<file path="config.mk">
export PLATFORM = sky130hd
export DESIGN_NAME = dm_access_unit
export DESIGN_NICKNAME = d
export VERILOG_FILES = /design/src/rtl/dm_access_pkg.sv /design/src/rtl/dm_lane_align.sv /design/src/rtl/dm_access_unit.sv
export SDC_FILE = /design/constraint.sdc
export NUM_CORES = 1
export LEC_CHECK = 0
export CELL_PAD_IN_SITES_DETAIL_PLACEMENT = 1
export CELL_PAD_IN_SITES_GLOBAL_PLACEMENT = 1
export CORE_UTILIZATION = 32
export DETAILED_ROUTE_END_ITERATION = 10
export PLACE_DENSITY_LB_ADDON = 0.1
export SYNTH_ARGS = -nofsm -noshare
export SYNTH_HDL_FRONTEND = slang
export SYNTH_SLANG_ARGS = --single-unit
</file>
<file path="constraint.sdc">
create_clock -name clk -period 3.7 [get_ports clk]
set_input_delay 0.74 -clock clk [delete_from_list [all_inputs] [get_ports clk]]
set_output_delay 0.74 -clock clk [all_outputs]
set_load 0.005 [all_outputs]
</file>
<file path="src/rtl/dm_access_pkg.sv">
// Shared definitions for the data-memory access unit: funct3 codes, FSM states,
// the captured-request record and the request legality check.
package dm_access_pkg;

   localparam int DEF_DM_DEPTH = 32;
   localparam int DEF_ADDR_W   = 5;

   localparam logic [2:0] F3_LB  = 3'd0;
   localparam logic [2:0] F3_LH  = 3'd1;
   localparam logic [2:0] F3_LW  = 3'd2;
   localparam logic [2:0] F3_LBU = 3'd4;
   localparam logic [2:0] F3_LHU = 3'd5;
   localparam logic [2:0] F3_SB  = 3'd0;
   localparam logic [2:0] F3_SH  = 3'd1;
   localparam logic [2:0] F3_SW  = 3'd2;

   typedef enum logic [1:0] {
      IDLE  = 2'd0,
      READ  = 2'd1,
      WRITE = 2'd2,
      RESP  = 2'd3
   } state_t;

   typedef struct packed {
      logic        we;
      logic [2:0]  funct3;
      logic [1:0]  off;
      logic [31:0] wdata;
   } req_t;

   // Width/alignment legality only; the address range check depends on ADDR_W.
   function automatic logic f3_bad(input logic we, input logic [2:0] f3, input logic [1:0] off);
      logic illegal;
      logic mis;
      illegal = we ? (f3 > F3_SW) : (f3 == 3'b011 || f3 == 3'b110 || f3 == 3'b111);
      mis     = ((f3 == F3_LH || f3 == F3_LHU) && off[0]) || (f3 == F3_LW && off != 2'b00);
      return illegal || mis;
   endfunction

endpackage

</file>
<file path="src/rtl/dm_lane_align.sv">
// Byte-lane steering: extracts/extends load data and merges sub-word store data.
// Purely combinational, no backpressure.
module dm_lane_align
   import dm_access_pkg::*;
(
   input  logic [2:0]  funct3,
   input  logic [1:0]  boff,
   input  logic [31:0] mem_word,
   input  logic [31:0] wdata,
   output logic [31:0] load_data,
   output logic [31:0] store_word
);

   logic [7:0]  lane_b;
   logic [15:0] lane_h;

   always_comb begin
      lane_b = mem_word[{boff, 3'b000} +: 8];
      lane_h = boff[1] ? mem_word[31:16] : mem_word[15:0];

      load_data = '0;
      case (funct3)
         F3_LB:   load_data = {{24{lane_b[7]}}, lane_b};
         F3_LH:   load_data = {{16{lane_h[15]}}, lane_h};
         F3_LW:   load_data = mem_word;
         F3_LBU:  load_data = {24'd0, lane_b};
         F3_LHU:  load_data = {16'd0, lane_h};
         default: load_data = '0;
      endcase

      store_word = mem_word;
      case (funct3)
         F3_SB: store_word[{boff, 3'b000} +: 8] = wdata[7:0];
         F3_SH: begin
            if (boff[1]) store_word[31:16] = wdata[15:0];
            else         store_word[15:0]  = wdata[15:0];
         end
         F3_SW:   store_word = wdata;
         default: store_word = mem_word;
      endcase
   end

endmodule

</file>
<file path="src/rtl/dm_access_unit.sv">
// Load/store initiator for a word-organised data memory with one-cycle registered reads.
// Latency err 1 / LW,LB,LH,SW 2 / SB,SH 3 cycles; req_ready only in IDLE, one request in flight.
module dm_access_unit
   import dm_access_pkg::*;
#(
   parameter int DM_DEPTH = DEF_DM_DEPTH,
   parameter int ADDR_W   = DEF_ADDR_W
) (
   input  logic        clk,
   input  logic        rst,
   input  logic        req_valid,
   output logic        req_ready,
   input  logic        req_we,
   input  logic [2:0]  req_funct3,
   input  logic [31:0] req_addr,
   input  logic [31:0] req_wdata,
   output logic        rsp_valid,
   output logic [31:0] rsp_rdata,
   output logic        rsp_err,
   output logic [31:0] DMaddr,
   output logic [31:0] DMin,
   output logic        DMwr,
   input  logic [31:0] DMout
);

   state_t            state;
   req_t              req_q;
   logic [ADDR_W-1:0] idx_q;
   logic [31:0]       din_q;
   logic              range_err;
   logic              req_err;
   logic [31:0]       load_data;
   logic [31:0]       store_word;

   always_comb begin
      range_err = ((req_addr >> (ADDR_W + 2)) != 32'd0) ||
                  (32'(req_addr[ADDR_W+1:2]) >= 32'(DM_DEPTH));
      req_err   = range_err || f3_bad(req_we, req_funct3, req_addr[1:0]);
   end

   dm_lane_align u_lane_align (
      .funct3     (req_q.funct3),
      .boff       (req_q.off),
      .mem_word   (DMout),
      .wdata      (req_q.wdata),
      .load_data  (load_data),
      .store_word (store_word)
   );

   // DMout is only valid in the cycle after READ, so the merged word and the
   // load result are taken combinationally in WRITE and RESP respectively.
   assign DMaddr    = 32'(idx_q);
   assign DMin      = (state == WRITE) ? store_word : din_q;
   assign DMwr      = (state == WRITE) && !rst;
   assign rsp_rdata = (state == RESP && !rsp_err && !req_q.we) ? load_data : 32'd0;

   always_ff @(posedge clk) begin
      if (rst) begin
         state     <= IDLE;
         req_ready <= 1'b1;
         rsp_valid <= 1'b0;
         rsp_err   <= 1'b0;
         req_q     <= '0;
         idx_q     <= '0;
         din_q     <= '0;
      end else begin
         rsp_valid <= 1'b0;
         case (state)
            IDLE: begin
               if (req_valid) begin
                  req_q     <= '{we: req_we, funct3: req_funct3, off: req_addr[1:0], wdata: req_wdata};
                  idx_q     <= req_addr[ADDR_W+1:2];
                  req_ready <= 1'b0;
                  if (req_err) begin
                     state     <= RESP;
                     rsp_valid <= 1'b1;
                     rsp_err   <= 1'b1;
                  end else if (req_we && req_funct3 == F3_SW) begin
                     state <= WRITE;
                  end else begin
                     state <= READ;
                  end
               end
            end
            READ: begin
               if (req_q.we) begin
                  state <= WRITE;
               end else begin
                  state     <= RESP;
                  rsp_valid <= 1'b1;
               end
            end
            WRITE: begin
               din_q     <= store_word;
               state     <= RESP;
               rsp_valid <= 1'b1;
            end
            RESP: begin
               state     <= IDLE;
               req_ready <= 1'b1;
               rsp_err   <= 1'b0;
            end
            default: state <= IDLE;
         endcase
      end
   end

endmodule

</file>
==> metrics.csv, run 1 <==
metric;value;unit
fin area;0.00793;mm^2
WP buf/inv;3;
row cnt;48;
Final min period;3.60;ns
fin nets;1022;
wire per inst;20.7;um
Peak supply drop;0.402;mV
pwr dens;604;mW/mm^2
final setup vio count;0;
Worst-Margin Slew;0.936;ns
routed wire length;23.6;mm
area post-placement;0.00757;mm^2
status;completed;
Starting Density;32.9;%
Flop pwr share;25.7;%
max-slew violations;0;
1st-iter DRT viols;385;
GRT overflow;0;
net switching power;0.00190;W
Yosys reg bits;80;
num ports;203;
Worst path most repeated cell;buf_4;
Hold Buf Count CTS;0;
CTS sink count;80;
Die X;136;um
die area;0.0184;mm^2
vias per std cell;5.58;
ANT cells;0;
Syn Inst Count;757;
Placeable Area;0.0174;mm^2
drt drc;0;
CP max stage delay;0.51;ns
largest net degree at the start of global routing;70;
crit-path cells;buf_4 -> or3_1 -> buf_4 -> o211ai_1 -> o211a_1 -> clkdlybuf4s50_1;
RSZ-0062 raised after global routing;no;
TritonRoute pass-1 iters;5;
Crit-path slowest cell;or3_1;
Fin. Hold Viols;0;
Crit path max-delay family;buffers and inverters;
Int Pwr;0.00288;W
Max clock buf depth;2;
worst-skew pair later-pin latency;0.35;ns
Ys Warns;0;
data arrival time of the critical path;2.86;ns
WP data required;2.96;ns
Main synth FF type;dfxtp_1;
CTS Buf Count;9;
max cap viols;0;
clock skew;0.00961;ns
global-route wire length before repair;36.0;mm
Setup crit start kind;register;
Async S/R FF share, synth;0;%
clock slew at reported path FFs;0.06;ns
dpl cells;1122;
CTS root buf;clkbuf_16;
switching fraction of total power;39.7;%
detailed placement HPWL;17.7;mm
overall global routing resource usage;25.8;%
leak pwr;2.92;nW
area growth from synthesis to layout;38.9;%
Final ANT Viol Nets;0;
antenna violations before repair;0;
routability cong.;0.865;
worst hold path class;register to register;
setup TNS;0;ns
clock power share;20.6;%
# H-tree levels;3;
Logic pwr share;53.7;%
fillers;2101;
syn avg cell area;7.54;um^2
# port buffers;175;
synthesized area;0.00571;mm^2
ratio of cells with drive above 1 in the final layout;10.3;%
Final Cycle Share;97.2;%
sequential share of the synthesized area;28.1;%
Max Clock Freq;278;MHz
Vias;6357;
Non-Filler Instances;1140;
CTS tree;done;
Synth cell types;67;
Slew headroom;37.4;%
vias in the first global route;6252;
Post-synth EDFFs;0;
critical path endpoint category;output port;
CP Max Fanout;13;
crit path kind;register to output port;
die height;136;um
[through the flow]
stage	hold slack [ns]	setup WS (ns)	power, W	utilization, %
after floorplan	0.436	0.760	0.00266	-
after global placement	0.444	0.232	0.00373	43.6
after detailed placement	0.453	0.160	0.00379	43.6
after CTS	0.465	0.0343	0.00481	45.6
after global routing	0.485	0.00421	0.00510	45.7
final	0.466	0.103	0.00479	45.7
[registers in the layout (all words and copies together) (netlist names)]
| name | flops |
|---|---|
| din_q | 32 |
| idx_q | 5 |
| req_q | 38 |
| req_ready | 1 |
| rsp_err | 1 |
| rsp_valid | 1 |
| state | 2 |
[area by class of cell]
type	count	area (um^2)	share of cell area, %
Multi-Input combinational cell	598	3650	46.0
Sequential cell	80	1600	20.2
Tap cell	225	282	3.55
Clock buffer	9	225	2.84
Timing Repair Buffer	206	2020	25.4
Clock inverter	7	95.1	1.20
Inverter	15	56.3	0.710
[timing repair]
item | CTS | global route
setup endpoints to repair | 2 | 8
setup buffers | 2 | 0
pin swaps | 1 | 0
gates cloned | 0 | 0
gates resized for setup | 1 | 6
[power by group through the flow]
stage / logic, W / registers [W] / clock network [W]
after floorplan: 0.00149 / 0.00117 / 0
after global placement: 0.00249 / 0.00124 / 0
after detailed placement: 0.00254 / 0.00125 / 0
after CTS: 0.00257 / 0.00123 / 0.00101
after global routing: 0.00280 / 0.00125 / 0.00105
final: 0.00257 / 0.00123 / 0.000988
[synth_stat cells (4+ instances only)]
cell type,number,area [um^2]
a211oi_1,9,67.6
buf_2,16,80.1
nor2b_1,24,150
a22oi_1,16,120
o211ai_1,16,120
a2111oi_0,4,35.0
and2_1,6,37.5
o2111a_1,8,90.1
o21ai_0,20,100
a21oi_1,90,450
mux2_2,14,158
a311oi_1,6,52.6
o32ai_1,7,61.3
inv_1,14,52.6
clkbuf_1,33,124
nand2b_1,19,119
ha_1,9,113
nand3_1,4,20.0
dfxtp_1,80,1600
nand2_1,142,533
nor4_1,6,37.5
mux2i_1,18,180
or2_2,9,56.3
a221oi_1,6,52.6
o211a_1,8,80.1
buf_6,4,45.0
buf_4,33,248
o21a_1,9,67.6
a31oi_1,34,213
nor3_1,4,20.0
o22ai_1,7,43.8
nor2_1,33,124
[kinds of logic after synthesis]
group                    share of synthesized area, %
buffers and inverters                            10.2
other                                          0.0657
AO/OA/AOI/OAI                                    30.8
AND/OR/NAND/NOR                                  22.3
flip-flops                                       28.1
multiplexers                                     6.58
adder cells (fa/ha/maj)                          1.97
[layer usage]
| metal | GRT usage, % | up-vias | share of wire [%] |
|---|---|---|---|
| li1 | - | 2989 | - |
| met4 | 9.49 | 0 | 2.6 |
| met2 | 41.0 | 218 | 45 |
| met3 | 4.45 | 36 | 5.8 |
| met5 | 0 | - | 0 |
| met1 | 34.6 | 3114 | 46 |
[worst reg2reg max path, delay by kind of cell (launching register included)]
kind	cells	cell delay, ns
compound gates	2	0.56
fa+ha+maj	1	0.36
buf+inv	1	0.11
flops	1	0.40
simple gates	2	0.54
[placed cells by master, fill, tap and decap left out, types with 9 or more instances in the layout]
cell type,instances
clkdlybuf4s50_1,174
nand2_1,142
a21oi_1,90
dfxtp_1,78
a31oi_1,34
nor2_1,33
buf_4,28
conb_1,27
nor2b_1,24
o21ai_0,20
nand2b_1,19
mux2i_1,18
a22oi_1,16
o211ai_1,16
inv_1,14
mux2_2,14
o21a_1,9
or2_2,9
clkbuf_16,9
[final timing paths]
path,start,endpoint,slack (ns),depth (start not counted)
worst max-delay path,req_q[35],DMin[18],0.10,6
worst min-delay path,req_q[31],req_q[31],0.47,2
worst max register to register,req_q[33],din_q[26],1.57,6
worst min register to register,req_q[31],req_q[31],0.47,2
Note: power is estimated with default switching activity, not from simulation.
==> inputs of run 2 (changes only) <==
Settings changed: SLEW_MARGIN from default to 10.
==> results of run 2 <==
The final DEF is identical to that of run 1; final timing and power are the same.
==> patch 1 (flow settings as in run 1) <==
Re-encode `state_t` (4 states) as one-hot, 4 bits wide.
--- a/src/rtl/dm_access_pkg.sv
+++ b/src/rtl/dm_access_pkg.sv
@@ -14,11 +14,11 @@
    localparam logic [2:0] F3_SH  = 3'd1;
    localparam logic [2:0] F3_SW  = 3'd2;
 
-   typedef enum logic [1:0] {
-      IDLE  = 2'd0,
-      READ  = 2'd1,
-      WRITE = 2'd2,
-      RESP  = 2'd3
+   typedef enum logic [3:0] {
+      IDLE  = 4'b0001,
+      READ  = 4'b0010,
+      WRITE = 4'b0100,
+      RESP  = 4'b1000
    } state_t;
 
    typedef struct packed {
Function: same outputs for any inputs over 4 cycles, from zero or initial values and one cycle with rst high; so few cycles prove little.
==> patch 1 against run 1 <==
- worst hold slack got worse by 12 ps
- worst setup slack improved by 9.4 ps
- routed wire length increased by 11%
- sequential cell count increased by 2
- final area increased by 6.3%
- via count increased by 9.2%
- synthesized area increased by 8.0%
- synthesized cell count increased by 9.0%
- sequential share of layout area decreased by 0.71 points
- critical path type is now primary input to output port
Power is not compared: it rests on default switching activity, and its combinational part moved more than twofold at a synthesized area within 25%.
==> patch 1: results (changes against run 1) <==
| Metric | Value |
|---|---|
| CTS HTree Levels | `3 (unchanged)` |
| Delay-heaviest family, CP | `buffers and inverters` |
| Vias | `6942 (+9.2%)` |
| Routed vias/inst | `5.73 (+2.8%)` |
| DP Cell Count | `1194 (+6.4%)` |
| Clock Skew | `7.33 ps (-2.28 ps)` |
| Synth top area cells | `dfxtp_1, a21oi_1, nand2_1` |
| Wire length on met3 | `1.39 mm (+1.1%)` |
| Layout cell share with drive strength beyond 1 | `11.7% (+1.4 points)` |
| Gr usage total | `26.5% (+0.70 points)` |
| Root Driver | `clkbuf_16` |
| DR WL met2 | `12.6 mm (+17%)` |
| DRT Pass-1 Iters | `7 (+2)` |
| # fillers | `2275 (+8.3%)` |
| Final #Nets | `1080 (+5.7%)` |
| Max transition margin | `43.5% (+6.1 points)` |
| Gpl congestion | `0.862 (-0.36%)` |
| Largest net degree at the start of global routing | `80 (+14%)` |
| Top sig layer | `met4` |
| Met1 WL | `11.5 mm (+5.9%)` |
| Routed len/inst | `21.7 um (+4.9%)` |
| Synth Area per Inst | `7.47 um^2 (-0.86%)` |
| Longest Clk Path Bufs | `2 (unchanged)` |
| Dpl ws | `17.2 ps (-143 ps)` |
| CP max stage delay | `530 ps (+20 ps)` |
| YS warnings | `0 (unchanged)` |
| Port bufs | `175 (unchanged)` |
| Initial antenna violation count | `0 (unchanged)` |
| Outcome | `finished clean` |
| Critical Path Fanout Max | `16 (+3)` |
| Biggest regs | `req_q: 38 flops, din_q: 32 flops, idx_q: 5 flops` |
| HP Class | `flip-flop to flip-flop` |
| Total CTS buffers | `9 (unchanged)` |
| CP max stage cell | `mux4_2` |
| Register area share after synthesis | `26.6% (-1.4 points)` |
| Vias in the first global route | `7087 (+13%)` |
| Placed inst area | `0.00802 mm^2 (+5.9%)` |
| HPWL Detailed | `19.8 mm (+11%)` |
| Clk slew on worst S/H paths | `60 ps (about the same)` |
| Later-pin clock latency in the skew report | `350 ps (about the same)` |
| Synth cell types | `63 (-6.0%)` |
| Global-route wire length before repair | `40.3 mm (+12%)` |
| Most frequent cells after synthesis | `nand2_1, a21oi_1, dfxtp_1` |
| Detailed Route Iter0 Violations | `448 (+16%)` |
## patch 1: cell count changes in the layout (fill, tap and decap cells not counted), moves of 12 or more
cell      delta
o21ai_0     -12
nor3_1      +27
nor2_1      +12
o31ai_1     +35
a21oi_1     +31
mux2i_1     +14
a31oi_1     -33
nand3b_1    +15
o211ai_1    -15
## patch 1: area by class of cell
class	count	area [um^2]	share of cell area, %
Clock buffer	11	243	2.88
Clock inverter	5	108	1.28
Inverter	6	22.5	0.267
Multi-Input combinational cell	658	4040	48.0
Sequential cell	82	1650	19.5
Tap cell	234	293	3.47
Timing Repair Buffer	215	2080	24.6
## patch 1: cells by family (layout without fill, tap and decap cells)
group / after synthesis / count (layout) / synth area share (%)
other: 1 / 27 / 0.0608
multiplexers: 42 / 42 / 7.20
AND/OR/NAND/NOR: 320 / 320 / 26.4
buffers and inverters: 111 / 237 / 10.2
flip-flops: 82 / 82 / 26.6
adder cells (fa/ha/maj): 5 / 5 / 1.01
AO/OA/AOI/OAI: 264 / 264 / 28.5
## patch 1: metal layers
layer | global-route usage, % | vias to the layer above
met1 | 33.4 | 3380
met4 | 11.0 | 0
met3 | 4.38 | 55
met2 | 44.7 | 238
li1 | - | 3269
met5 | 0 | -
## patch 1: worst paths after layout
check | start | end | slack, ps | cells after the start
worst max-delay path | DMout[7] | rsp_rdata[19] | 110 | 6
worst min-delay path | req_ready | req_ready | 450 | 2
worst max register to register | req_q[33] | din_q[8] | 1540 | 6
worst min register to register | req_ready | req_ready | 450 | 2
## patch 1: power breakdown
part           switching (mW)  internal (mW)  total [mW]
Combinational           0.391          0.307       0.699
Clock                   0.407          0.684        1.09
Sequential             0.0599          0.918       0.978
## patch 1: timing repair
action	4_1_cts	5_1_grt
pin swaps	0	7
setup endpoints to repair	14	46
resized for setup	7	8
buffers inserted	0	1
==> patch 2 (flow settings as in run 1) <==
Without the edit above. The package constant `DEF_ADDR_W` goes from 5 to 4.
--- a/src/rtl/dm_access_pkg.sv
+++ b/src/rtl/dm_access_pkg.sv
@@ -3,7 +3,7 @@
 package dm_access_pkg;
 
    localparam int DEF_DM_DEPTH = 32;
-   localparam int DEF_ADDR_W   = 5;
+   localparam int DEF_ADDR_W   = 4;
 
    localparam logic [2:0] F3_LB  = 3'd0;
    localparam logic [2:0] F3_LH  = 3'd1;
Check against the original RTL: not equivalent (a bounded check fails within 4 cycles, from zero or initial values and one cycle with rst high).
==> patch 2 against run 1 <==
- sequential cell count shrank 1
- non-clock buffer count grew 2
- worst setup slack gained 24 ps
- critical path depth grew 2
- final area shrank 2.2%
- synthesized area shrank 2.8%
- first-iteration DRC count grew 11%
- routed wire length grew 1.6%
- power shrank 2.0%
- largest power group unchanged
- highest routed layer unchanged
==> patch 2: results (changes against run 1) <==
| Metric | Value |
|---|---|
| Layout cell share with drive strength beyond 1 | `8.84% (-1.4 points)` |
| Gr usage total | `27.0% (+1.2 points)` |
| Area taken by multi-input logic gates | `0.00354 mm^2 (-3.1%)` |
| Worst Hold Path EP | `idx_q[1]` |
| Die width | `134 um (-1.4%)` |
| Biggest regs | `req_q: 38 flops, din_q: 32 flops, idx_q: 4 flops` |
| Non-clk buf share | `25.7% (+0.24 points)` |
| Nonclk inv count | `18 (+3)` |
| Reg-to-Reg Start | `state[0]` |
| DP Cell Count | `1165 (+3.8%)` |
| Min cycle time layout | `3570 ps (-24.0 ps)` |
| Clk tree area frac | `3.86% (-0.18 points)` |
| Crit. Startpoint | `req_q[33]` |
| Max transition margin | `41.8% (+4.4 points)` |
| Met3 usage | `3.08% (-1.4 points)` |
| CP max stage cell | `clkdlybuf4s50_1` |
| Worst VDD drop | `0.000248 V (-38%)` |
| Vias | `6494 (+2.2%)` |
| Synth top area cells | `dfxtp_1, a21oi_1, nand2_1` |
| Gpl congestion | `0.903 (+4.4%)` |
| Placed inst area | `0.00743 mm^2 (-1.9%)` |
| Outcome | `finished clean` |
| # fillers | `2094 (-0.33%)` |
| HPWL Detailed | `18.0 mm (+1.6%)` |
| Critical Path Fanout Max | `7 (-6)` |
| Hold_ws | `460 ps (-6.03 ps)` |
| Reg-to-Reg End | `din_q[20]` |
| Synth cell types | `64 (-4.5%)` |
| Clock Skew | `6.87 ps (-2.74 ps)` |
| R2R Setup Slk | `1490 ps (-80 ps)` |
| Sequential share of cell area | `20.4% (+0.21 points)` |
| Critical Path End | `DMin[30]` |
## patch 2: cell types whose count changed in the layout (fill, tap and decap cells not counted), moves of 7 or more
cell / run 1 / this run
a21oi_1: 90 / 130
nand2_1: 142 / 170
nor2_1: 33 / 53
a31oi_1: 34 / 16
mux2i_1: 18 / 0
nand3_1: 4 / 20
nor2b_1: 24 / 39
o211ai_1: 16 / 3
o31a_1: 0 / 9
o2111a_1: 8 / 0
o211a_1: 8 / 0
or2_2: 9 / 2
## patch 2: timing repair
action	4_1_cts	5_1_grt
pin swaps	0	1
resized for setup	3	5
endpoints found under the setup margin	3	13
buffers inserted	0	1
## patch 2: power by group
group	leakage (nW)	internal (mW)	switching, mW
combinational	2.04	1.17	1.34
clock	0.145	0.555	0.368
sequential	0.649	1.07	0.180
total	2.83	2.80	1.89
## patch 2: logic make-up after synthesis
logic type | Yosys count
multiplexers | 9
adder cells (fa/ha/maj) | 9
AO/OA/AOI/OAI | 254
other | 1
AND/OR/NAND/NOR | 341
flip-flops | 79
buffers and inverters | 109
